<file path="src/rtl/decode_ctrl_pipe.sv">
// D-stage decode with D/E control register, load-use and mult/div busy stalls.
// Branch/jump outputs are combinational; E controls land one edge later; a stall or flush loads a bubble.
module decode_ctrl_pipe #(
  parameter int ALUOP_W     = 3,
  parameter int MULT_CYCLES = 5,
  parameter int DIV_CYCLES  = 10,
  parameter int CNT_W       = 4
) (
  input  logic               clk,
  input  logic               rst_n,
  input  logic [31:0]        instr_d,
  input  logic               flush_e,
  output logic               stall_d,
  output logic               branch_d,
  output logic               bne_d,
  output logic               jump_d,
  output logic               jr_d,
  output logic               reg_write_e,
  output logic               mem_write_e,
  output logic [1:0]         mem_to_reg_e,
  output logic               alu_src_e,
  output logic [ALUOP_W-1:0] alu_op_e,
  output logic               ext_op_e,
  output logic [4:0]         dst_e,
  output logic [1:0]         md_op_e,
  output logic               hilo_sel_e,
  output logic               md_busy
);

  typedef struct packed {
    logic               reg_write;
    logic               mem_write;
    logic [1:0]         mem_to_reg;
    logic               alu_src;
    logic [ALUOP_W-1:0] alu_op;
    logic               ext_op;
    logic [4:0]         dst;
    logic [1:0]         md_op;
    logic               hilo_sel;
  } ctrl_t;

  localparam logic [ALUOP_W-1:0] ALU_ADD = ALUOP_W'(0);
  localparam logic [ALUOP_W-1:0] ALU_SUB = ALUOP_W'(1);
  localparam logic [ALUOP_W-1:0] ALU_AND = ALUOP_W'(2);
  localparam logic [ALUOP_W-1:0] ALU_OR  = ALUOP_W'(3);
  localparam logic [ALUOP_W-1:0] ALU_XOR = ALUOP_W'(4);
  localparam logic [ALUOP_W-1:0] ALU_LUI = ALUOP_W'(5);
  localparam logic [ALUOP_W-1:0] ALU_SLL = ALUOP_W'(6);
  localparam logic [ALUOP_W-1:0] ALU_SRL = ALUOP_W'(7);

  logic [5:0]       w_op;
  logic [5:0]       w_funct;
  logic [4:0]       w_rs;
  logic [4:0]       w_rt;
  logic [4:0]       w_rd;
  logic [4:0]       w_dst_raw;
  logic             w_rs_rd;
  logic             w_rt_rd;
  logic             w_md_d;
  logic             w_load_use;
  logic             w_md_stall;
  logic             w_unused;
  ctrl_t            w_dec;
  ctrl_t            r_e;
  logic [CNT_W-1:0] r_cnt;

  assign w_op     = instr_d[31:26];
  assign w_rs     = instr_d[25:21];
  assign w_rt     = instr_d[20:16];
  assign w_rd     = instr_d[15:11];
  assign w_funct  = instr_d[5:0];
  assign w_unused = ^instr_d[10:6];

  always_comb begin
    w_dec     = '0;
    w_dst_raw = 5'd0;
    w_rs_rd   = 1'b0;
    w_rt_rd   = 1'b0;
    w_md_d    = 1'b0;
    branch_d  = 1'b0;
    bne_d     = 1'b0;
    jump_d    = 1'b0;
    jr_d      = 1'b0;
    case (w_op)
      6'h00: begin
        // the all-zero word is sll $0,$0,0 but must stay a pure bubble
        if (instr_d != 32'd0) begin
          case (w_funct)
            6'h20, 6'h21, 6'h22, 6'h23, 6'h24, 6'h25, 6'h26: begin
              w_dec.reg_write = 1'b1;
              w_dst_raw       = w_rd;
              w_rs_rd         = 1'b1;
              w_rt_rd         = 1'b1;
              case (w_funct)
                6'h22, 6'h23: w_dec.alu_op = ALU_SUB;
                6'h24:        w_dec.alu_op = ALU_AND;
                6'h25:        w_dec.alu_op = ALU_OR;
                6'h26:        w_dec.alu_op = ALU_XOR;
                default:      w_dec.alu_op = ALU_ADD;
              endcase
            end
            6'h00, 6'h02: begin
              w_dec.reg_write = 1'b1;
              w_dst_raw       = w_rd;
              w_rt_rd         = 1'b1;
              w_dec.alu_op    = (w_funct == 6'h00) ? ALU_SLL : ALU_SRL;
            end
            6'h08: begin
              jr_d    = 1'b1;
              w_rs_rd = 1'b1;
            end
            6'h18, 6'h19, 6'h1A, 6'h1B: begin
              w_md_d      = 1'b1;
              w_rs_rd     = 1'b1;
              w_rt_rd     = 1'b1;
              w_dec.md_op = w_funct[1] ? 2'b10 : 2'b01;
            end
            6'h10, 6'h12: begin
              w_md_d           = 1'b1;
              w_dec.reg_write  = 1'b1;
              w_dec.mem_to_reg = 2'b11;
              w_dec.md_op      = 2'b11;
              w_dec.hilo_sel   = (w_funct == 6'h10);
              w_dst_raw        = w_rd;
            end
            default: ;
          endcase
        end
      end
      6'h08, 6'h09: begin
        w_dec.reg_write = 1'b1;
        w_dec.alu_src   = 1'b1;
        w_dst_raw       = w_rt;
        w_rs_rd         = 1'b1;
      end
      6'h23: begin
        w_dec.reg_write  = 1'b1;
        w_dec.mem_to_reg = 2'b01;
        w_dec.alu_src    = 1'b1;
        w_dst_raw        = w_rt;
        w_rs_rd          = 1'b1;
      end
      6'h2B: begin
        w_dec.mem_write = 1'b1;
        w_dec.alu_src   = 1'b1;
        w_rs_rd         = 1'b1;
        w_rt_rd         = 1'b1;
      end
      6'h0F: begin
        w_dec.reg_write = 1'b1;
        w_dec.alu_src   = 1'b1;
        w_dec.alu_op    = ALU_LUI;
        w_dst_raw       = w_rt;
      end
      6'h0D: begin
        w_dec.reg_write = 1'b1;
        w_dec.alu_src   = 1'b1;
        w_dec.alu_op    = ALU_OR;
        w_dec.ext_op    = 1'b1;
        w_dst_raw       = w_rt;
        w_rs_rd         = 1'b1;
      end
      6'h04, 6'h05: begin
        branch_d = 1'b1;
        bne_d    = w_op[0];
        w_rs_rd  = 1'b1;
        w_rt_rd  = 1'b1;
      end
      6'h02: jump_d = 1'b1;
      6'h03: begin
        jump_d           = 1'b1;
        w_dec.reg_write  = 1'b1;
        w_dec.mem_to_reg = 2'b10;
        w_dst_raw        = 5'd31;
      end
      default: ;
    endcase
    w_dec.dst = (w_dec.reg_write && w_dst_raw != 5'd0) ? w_dst_raw : 5'd0;
  end

  assign md_busy    = (r_cnt != '0);
  assign w_load_use = (r_e.mem_to_reg == 2'b01) && r_e.reg_write && (r_e.dst != 5'd0) &&
                      ((w_rs_rd && w_rs == r_e.dst) || (w_rt_rd && w_rt == r_e.dst));
  assign w_md_stall = w_md_d && (md_busy || r_e.md_op == 2'b01 || r_e.md_op == 2'b10);
  assign stall_d    = w_load_use || w_md_stall;

  always_ff @(posedge clk or negedge rst_n) begin
    if (!rst_n) begin
      r_e <= '0;
    end else if (flush_e || stall_d) begin
      r_e <= '0;
    end else begin
      r_e <= w_dec;
    end
  end

  // counting starts as the op leaves E, so busy covers the cycles after its E cycle
  always_ff @(posedge clk or negedge rst_n) begin
    if (!rst_n) begin
      r_cnt <= '0;
    end else if (r_e.md_op == 2'b01) begin
      r_cnt <= CNT_W'(MULT_CYCLES);
    end else if (r_e.md_op == 2'b10) begin
      r_cnt <= CNT_W'(DIV_CYCLES);
    end else if (r_cnt != '0) begin
      r_cnt <= r_cnt - 1'b1;
    end
  end

  assign reg_write_e  = r_e.reg_write;
  assign mem_write_e  = r_e.mem_write;
  assign mem_to_reg_e = r_e.mem_to_reg;
  assign alu_src_e    = r_e.alu_src;
  assign alu_op_e     = r_e.alu_op;
  assign ext_op_e     = r_e.ext_op;
  assign dst_e        = r_e.dst;
  assign md_op_e      = r_e.md_op;
  assign hilo_sel_e   = r_e.hilo_sel;

endmodule
</file>
<file path="config.mk">
export PLATFORM = sky130hd
export DESIGN_NAME = decode_ctrl_pipe
export DESIGN_NICKNAME = d
export VERILOG_FILES = /design/src/rtl/decode_ctrl_pipe.sv
export SDC_FILE = /design/constraint.sdc
export NUM_CORES = 1
export LEC_CHECK = 0
export ABC_AREA = 1
export CORE_ASPECT_RATIO = 0.5
export CORE_MARGIN = 2
export CORE_UTILIZATION = 45
export DETAILED_ROUTE_END_ITERATION = 10
export GPL_TIMING_DRIVEN = 0
export HOLD_SLACK_MARGIN = 0.12
export PLACE_DENSITY = 0.84
export RECOVER_POWER = 25
export REMOVE_ABC_BUFFERS = 1
export SLEW_MARGIN = 30
export SYNTH_ARGS = -nofsm -noshare
export SYNTH_HDL_FRONTEND = slang
export SYNTH_SLANG_ARGS = --single-unit
</file>
<file path="constraint.sdc">
create_clock -name clk -period 2.2 [get_ports clk]
set_clock_uncertainty 0.15 [all_clocks]
set_input_delay 0.44 -clock clk [delete_from_list [all_inputs] [get_ports clk]]
set_output_delay 0.44 -clock clk [all_outputs]
set_load 0.02 [all_outputs]
</file>
**Word-level counts from Yosys, hierarchy flattened**

Index checks and enable logic that the tools add are counted.

- Output and inout bits: 23
- Input bits: 35
- Bits in registers: 21
- Word-level logic and storage cells: 118

- Muxes and demuxes: 42
- Reduce and logical (&&, ||, !) cells: 35
- Add/subtract/negate cells: 1
- Equal/unequal tests: 30

Operator list:

| kind | count |
|---|---|
| $eq A6 B6 Y1 const B | 9 |
| $eq A6 B5 Y1 const B | 6 |
| $reduce_bool A32 Y1 | 1 |
| $eq A6 B4 Y1 const B | 5 |
| $mux W1 | 20 |
| $eq A6 B2 Y1 const B | 3 |
| $reduce_or A6 Y1 | 3 |
| $mux W17 | 1 |
| $mux W5 | 3 |
| $pmux W5 S3 | 1 |
| $reduce_or A7 Y1 | 2 |
| $reduce_or A13 Y1 | 1 |
| $eq A6 B3 Y1 const B | 2 |
| $logic_not A6 Y1 | 2 |
| $mux W4 | 3 |
| $pmux W3 S4 | 1 |
| $reduce_or A12 Y1 | 1 |
| $reduce_or A11 Y1 | 1 |
| $eq A5 B5 Y1 | 2 |
| $reduce_bool A5 Y1 | 2 |
| $reduce_or A2 Y1 | 5 |
| $mux W3 | 3 |
| $pmux W3 S3 | 1 |
| $logic_and A1 B1 Y1 | 7 |
| other kinds (14) | 23 |

**Longest topological paths before layout**

- Depth in word-level cells: 11
- Depth in mapped cells: 14
- Depth with buffers taken out: 13

**Worst setup path before layout**

OpenSTA, ideal clock, no wires.

- Kind: input -> register
- Start point: input port instr_d[28]
- End point: register r_e (netlist bit dst_e[3])
- Path buffers: 0
- Stages on the path: 9
- Required time: 1.981 ns
- Arrival time: 1.877 ns
- Path slack: 0.104 ns
- Library setup time: 0.069 ns
- Cell sequence: nor2_2 > inv_1 > nor4_1 > nand2_1 > inv_1 > a21oi_1 > nand2_1 > inv_1 > nor2_2

- Cells in the longest elaborated chain, start to end: 9

Ends and longest elaborated chain:

| element | RTL line | source |
|---|---|---|
| from (decl) | 11 | `input logic [31:0] instr_d,` |
| branches (longest 8 deep; another with $reduce_bool A32 Y1) | - |  |
| $mux W17 * | 190 | `end else if (flush_e \|\| stall_d) begin` |
| to (signal assigned) | 193 | `r_e <= w_dec;` |
| to (decl) | 64 | `ctrl_t r_e;` |

Every way passes the cells marked *.
A chain may end at the register's enable or synchronous reset.

**Worst setup path after layout**

- Start point: register r_cnt[0]
- End point: output port stall_d

- Cells in the longest elaborated chain, start to end: 5

Ends and longest elaborated chain:

| element | RTL line | source |
|---|---|---|
| from (decl) | 65 | `logic [CNT_W-1:0] r_cnt;` |
| from (signal assigned) | 202 | `r_cnt <= CNT_W'(MULT_CYCLES);` |
| from (signal assigned) | 204 | `r_cnt <= CNT_W'(DIV_CYCLES);` |
| from (signal assigned) | 206 | `r_cnt <= r_cnt - 1'b1;` |
| $reduce_bool A4 Y1 | 181 | `assign md_busy = (r_cnt != '0);` |
| $logic_or A1 B1 Y1 (2 in a row) | 184 | `assign w_md_stall = w_md_d && (md_busy \|\| r_e.md_op == 2'b01 \|\| r_e.md_op == 2'b10);` |
| $logic_and A1 B1 Y1 | 184 |  |
| $logic_or A1 B1 Y1 | 185 | `assign stall_d = w_load_use \|\| w_md_stall;` |
| to (decl) | 13 | `output logic stall_d,` |

Every way passes these cells.

==> results.md <==
* Status: finished with violations
* Failing checks: negative setup slack
* Total power at 0.00118 W
* Post-DRT Antenna Nets at 0
* Logic pwr share at 38.3%
* GRT Total Usage at 22.3%
* Worst-path cell chain: inv_2 -> ha_2 -> inv_2 -> nor3_4 -> nand2_2 -> nor2_4 -> inv_2 -> nand2_4 -> nand2_2 -> buf_6
* Routed wire length at 4.62 mm
* Setup TNS at -106 ps
* Critical Path RT at 1610 ps
* Die W at 88.4 um
* Critical path type: flop to output pin
* Synth Area in Compound Gates at 6.95%
* HP Start: instr_d[15]
* Crit-path max cell delay at 380 ps
* Remaining DRCs at 0
* Synthesized instance count at 238
* Max Slew Vio Count at 0
* Initial antenna violation count at 0
* Clk_lat worst skew at 260 ps
* CP most frequent cell: inv_2
* Slew margin rel. at 26.4%
* Synthesized-area fraction occupied by adder cells at 0.781%
* Nets at 349
* VDD IR max at 0.304 mV
* Hold Path Depth at 5
* Largest family of logic cells by synthesized area: simple AND/OR/NAND/NOR gates
* Max-cap violations at 0
* Die area at 0.00408 mm2
* Wire per inst at 12.7 um
* Post-synthesis cell type count at 31
* GR Overflow Total at 0
* Synth Area in Simple Gates at 42.5%
* Clock network fraction of design power at 22.1%
* Post-synthesis xor/xnor area fraction at 4.92%
* Internal at 0.000762 W
* Highest clock rate at 434 MHz
* H-Tree Depth at 1
* Placer Congestion at 0.811
* Slew @ Worst Pin at 1100 ps
* Initial drt markers at 48
* P_leak at 1.18 nW
* Vias in the first global route at 1,585
* Crit share post-route at 105%
* Boundary Pins at 58
* Switching Share at 35.3%
* Share of layout cells above drive strength 1 at 32.1%
* Design area at 0.00237 mm2
* Reg clk slew, reported paths at 80 ps
* Delay-heaviest family, CP: simple AND/OR/NAND/NOR gates
* Detailed-router iteration count before antenna repair at 4
* CTS sink count at 21
* Die height at 46.2 um
* Number of cell rows at 15
* Reg2Reg Depth at 10
* Vias after detailed routing at 1,771
* Reg2reg end: dst_e[2]
* Hold Path Class: input port to flop
* Largest net degree at the start of global routing at 22
* Clk buf depth at 2
* Tmin final at 2310 ps
* First-pass GRT wire length at 6.95 mm
* Worst r2r src: r_cnt[0]
* Critical-path maximum fanout at 4
* # setup viols final at 1
* Port Buffers at 57
* Slowest CP cell: dfrtp_1
* N_diodes at 0
* CP Capture Type: output pin
* Cell Pwr Density at 497 mW/mm2
* Yosys synthesis warning count at 0
* Mapped cell area at 0.00160 mm2
* Register area share after synthesis at 32.8%
* Core ar. at 0.00342 mm2
* Sequential Power Share at 39.6%
* Post-DP HPWL at 3.40 mm
* Yosys reg bits at 21
* Unrepaired setup endpoints after global routing: yes
* Initial Utilization at 46.9%
* Worst Path Arrival at 1720 ps
* CTS root buf: clkbuf_8
* Final setup margin at -106 ps
* Area after DPL at 0.00222 mm2
* CTS tree: done
* CTS buffer count at 3
* Hold Path Sink: dst_e[4]
* Buf/Inv on CP at 4
* Avg Synthesized Cell Area at 6.73 um2
* Setup crit start kind: flop
* Crit path launch: r_cnt[0]
* Sw Pwr at 0.000415 W
* Mux cell area share after synthesis at 0%
* Synth-to-Final Area Change at 47.9%
* Final Hold Fails at 0
* Reg-to-reg slack, setup at 300 ps
* Vias per cell at 4.88
power groups by stage:
stage | Combinational (W) | Sequential [W] | Clock [W]
floorplan | 0.000207 | 0.000462 | 0
finish | 0.000451 | 0.000467 | 0.000260
detailed placement | 0.000356 | 0.000463 | 0
global route | 0.000491 | 0.000471 | 0.000279
global placement | 0.000343 | 0.000461 | 0
CTS | 0.000365 | 0.000458 | 0.000260
kinds of logic (layout without fill, tap and decap cells):
logic type,count (synthesis),count (layout)
and+or+nand+nor,141,141
buffers and inverters,47,121
DFF,21,21
AOI/OAI and AO/OA,19,19
xor gates and xnor gates,9,9
adders and majority gates,1,1
metrics by stage:
| stage | hold WS [ps] | setup slack (ps) | utilization (%) | std cells |
|---|---|---|---|---|
| after floorplan | -5.59 | 99.2 | - | 237 |
| after global placement | 365 | -946 | 64.9 | 345 |
| after detailed placement | 363 | -991 | 64.9 | 345 |
| after CTS | 381 | -148 | 69.3 | 356 |
| after global routing | 374 | -205 | 69.4 | 363 |
| final | 352 | -106 | 69.4 | 363 |
synthesized netlist by cell type:
| master | instances | area share [%] |
|---|---|---|
| nand3b_1 | 1 | 0.47 |
| nand3_1 | 10 | 3.1 |
| buf_12 | 1 | 1.2 |
| a21oi_2 | 1 | 0.55 |
| nand2_2 | 2 | 0.78 |
| xor2_1 | 6 | 3.3 |
| nand3_4 | 1 | 1.1 |
| o21ai_0 | 5 | 1.6 |
| nor3_2 | 1 | 0.62 |
| o311ai_0 | 1 | 0.55 |
| or2_2 | 2 | 0.78 |
| ha_1 | 1 | 0.78 |
| nand3_2 | 1 | 0.62 |
| nor3_1 | 6 | 1.9 |
| nor2_2 | 15 | 5.9 |
| o211ai_1 | 1 | 0.47 |
| a31oi_1 | 3 | 1.2 |
| xnor2_1 | 3 | 1.6 |
| nor3_4 | 1 | 1.0 |
| a21oi_1 | 7 | 2.2 |
| nor2_1 | 40 | 9.4 |
| nand2_1 | 48 | 11 |
| nor2_4 | 1 | 0.70 |
| nand2_4 | 1 | 0.70 |
| nand4_1 | 5 | 2.0 |
| dfrtp_1 | 21 | 33 |
| inv_1 | 46 | 11 |
| nor4_1 | 3 | 1.2 |
| a21boi_0 | 1 | 0.47 |
| and2_0 | 1 | 0.39 |
| and2_1 | 2 | 0.78 |
timing repair:
action,4_1_cts,5_1_grt
hold buffers,0,1
buffers inserted,7,6
pin swaps,34,43
resized for setup,98,64
endpoints found under the setup margin,16,4
endpoints found under the hold margin,0,21
layout by cell type (no fill, tap or decap), types with 9 or more instances in the layout:
cell type | Yosys | layout
dfrtp_1 | 21 | 21
nand3_1 | 10 | 9
inv_1 | 46 | 38
nor2_1 | 40 | 30
clkbuf_2 | 0 | 17
clkdlybuf4s50_1 | 0 | 18
nor2_2 | 15 | 18
clkdlybuf4s15_1 | 0 | 9
nand2_1 | 48 | 41
buf_4 | 0 | 14
worst max-delay path by stage:
stage          depth (start not counted)  slack (ps)  endpoint
2_1_floorplan                          9         100  dst_e[3]
3_3_place_gp                          13        -950   stall_d
3_5_place_dp                          14        -990   stall_d
4_1_cts                               11        -150   stall_d
5_1_grt                               10        -200   stall_d
6_report                              10        -110   stall_d
routing by layer:
metal	global-route usage (%)	vias up	routed length [um]
met5	0	-	0
met4	6.97	0	77
li1	-	890	-
met1	27.6	820	1980
met2	40.3	53	2350
met3	4.12	8	203
worst register-to-register path: cells and delay by family, from the launching register on:
family / cells / cell delay, ps
buffers and inverters: 3 / 200
adders and majority gates: 1 / 200
and+or+nand+nor: 6 / 890
DFF: 1 / 380
flip-flops by register name, summed over array words and instances, names as in the netlist:
register / flops
dst_e: 5
r_cnt: 4
alu_op_e: 3
md_op_e: 2
mem_to_reg_e: 2
alu_src_e: 1
ext_op_e: 1
hilo_sel_e: 1
mem_write_e: 1
reg_write_e: 1
layout make-up:
| class | instances | area, um2 |
|---|---|---|
| Clock buffer | 3 | 41.3 |
| Sequential cell | 21 | 526 |
| Inverter | 46 | 173 |
| Tap cell | 51 | 63.8 |
| Timing Repair Buffer | 71 | 552 |
| Fill cell | 292 | 1040 |
| Clock inverter | 1 | 7.51 |
| Multi-Input combinational cell | 170 | 1010 |
Power figures use the tool's default switching activity.
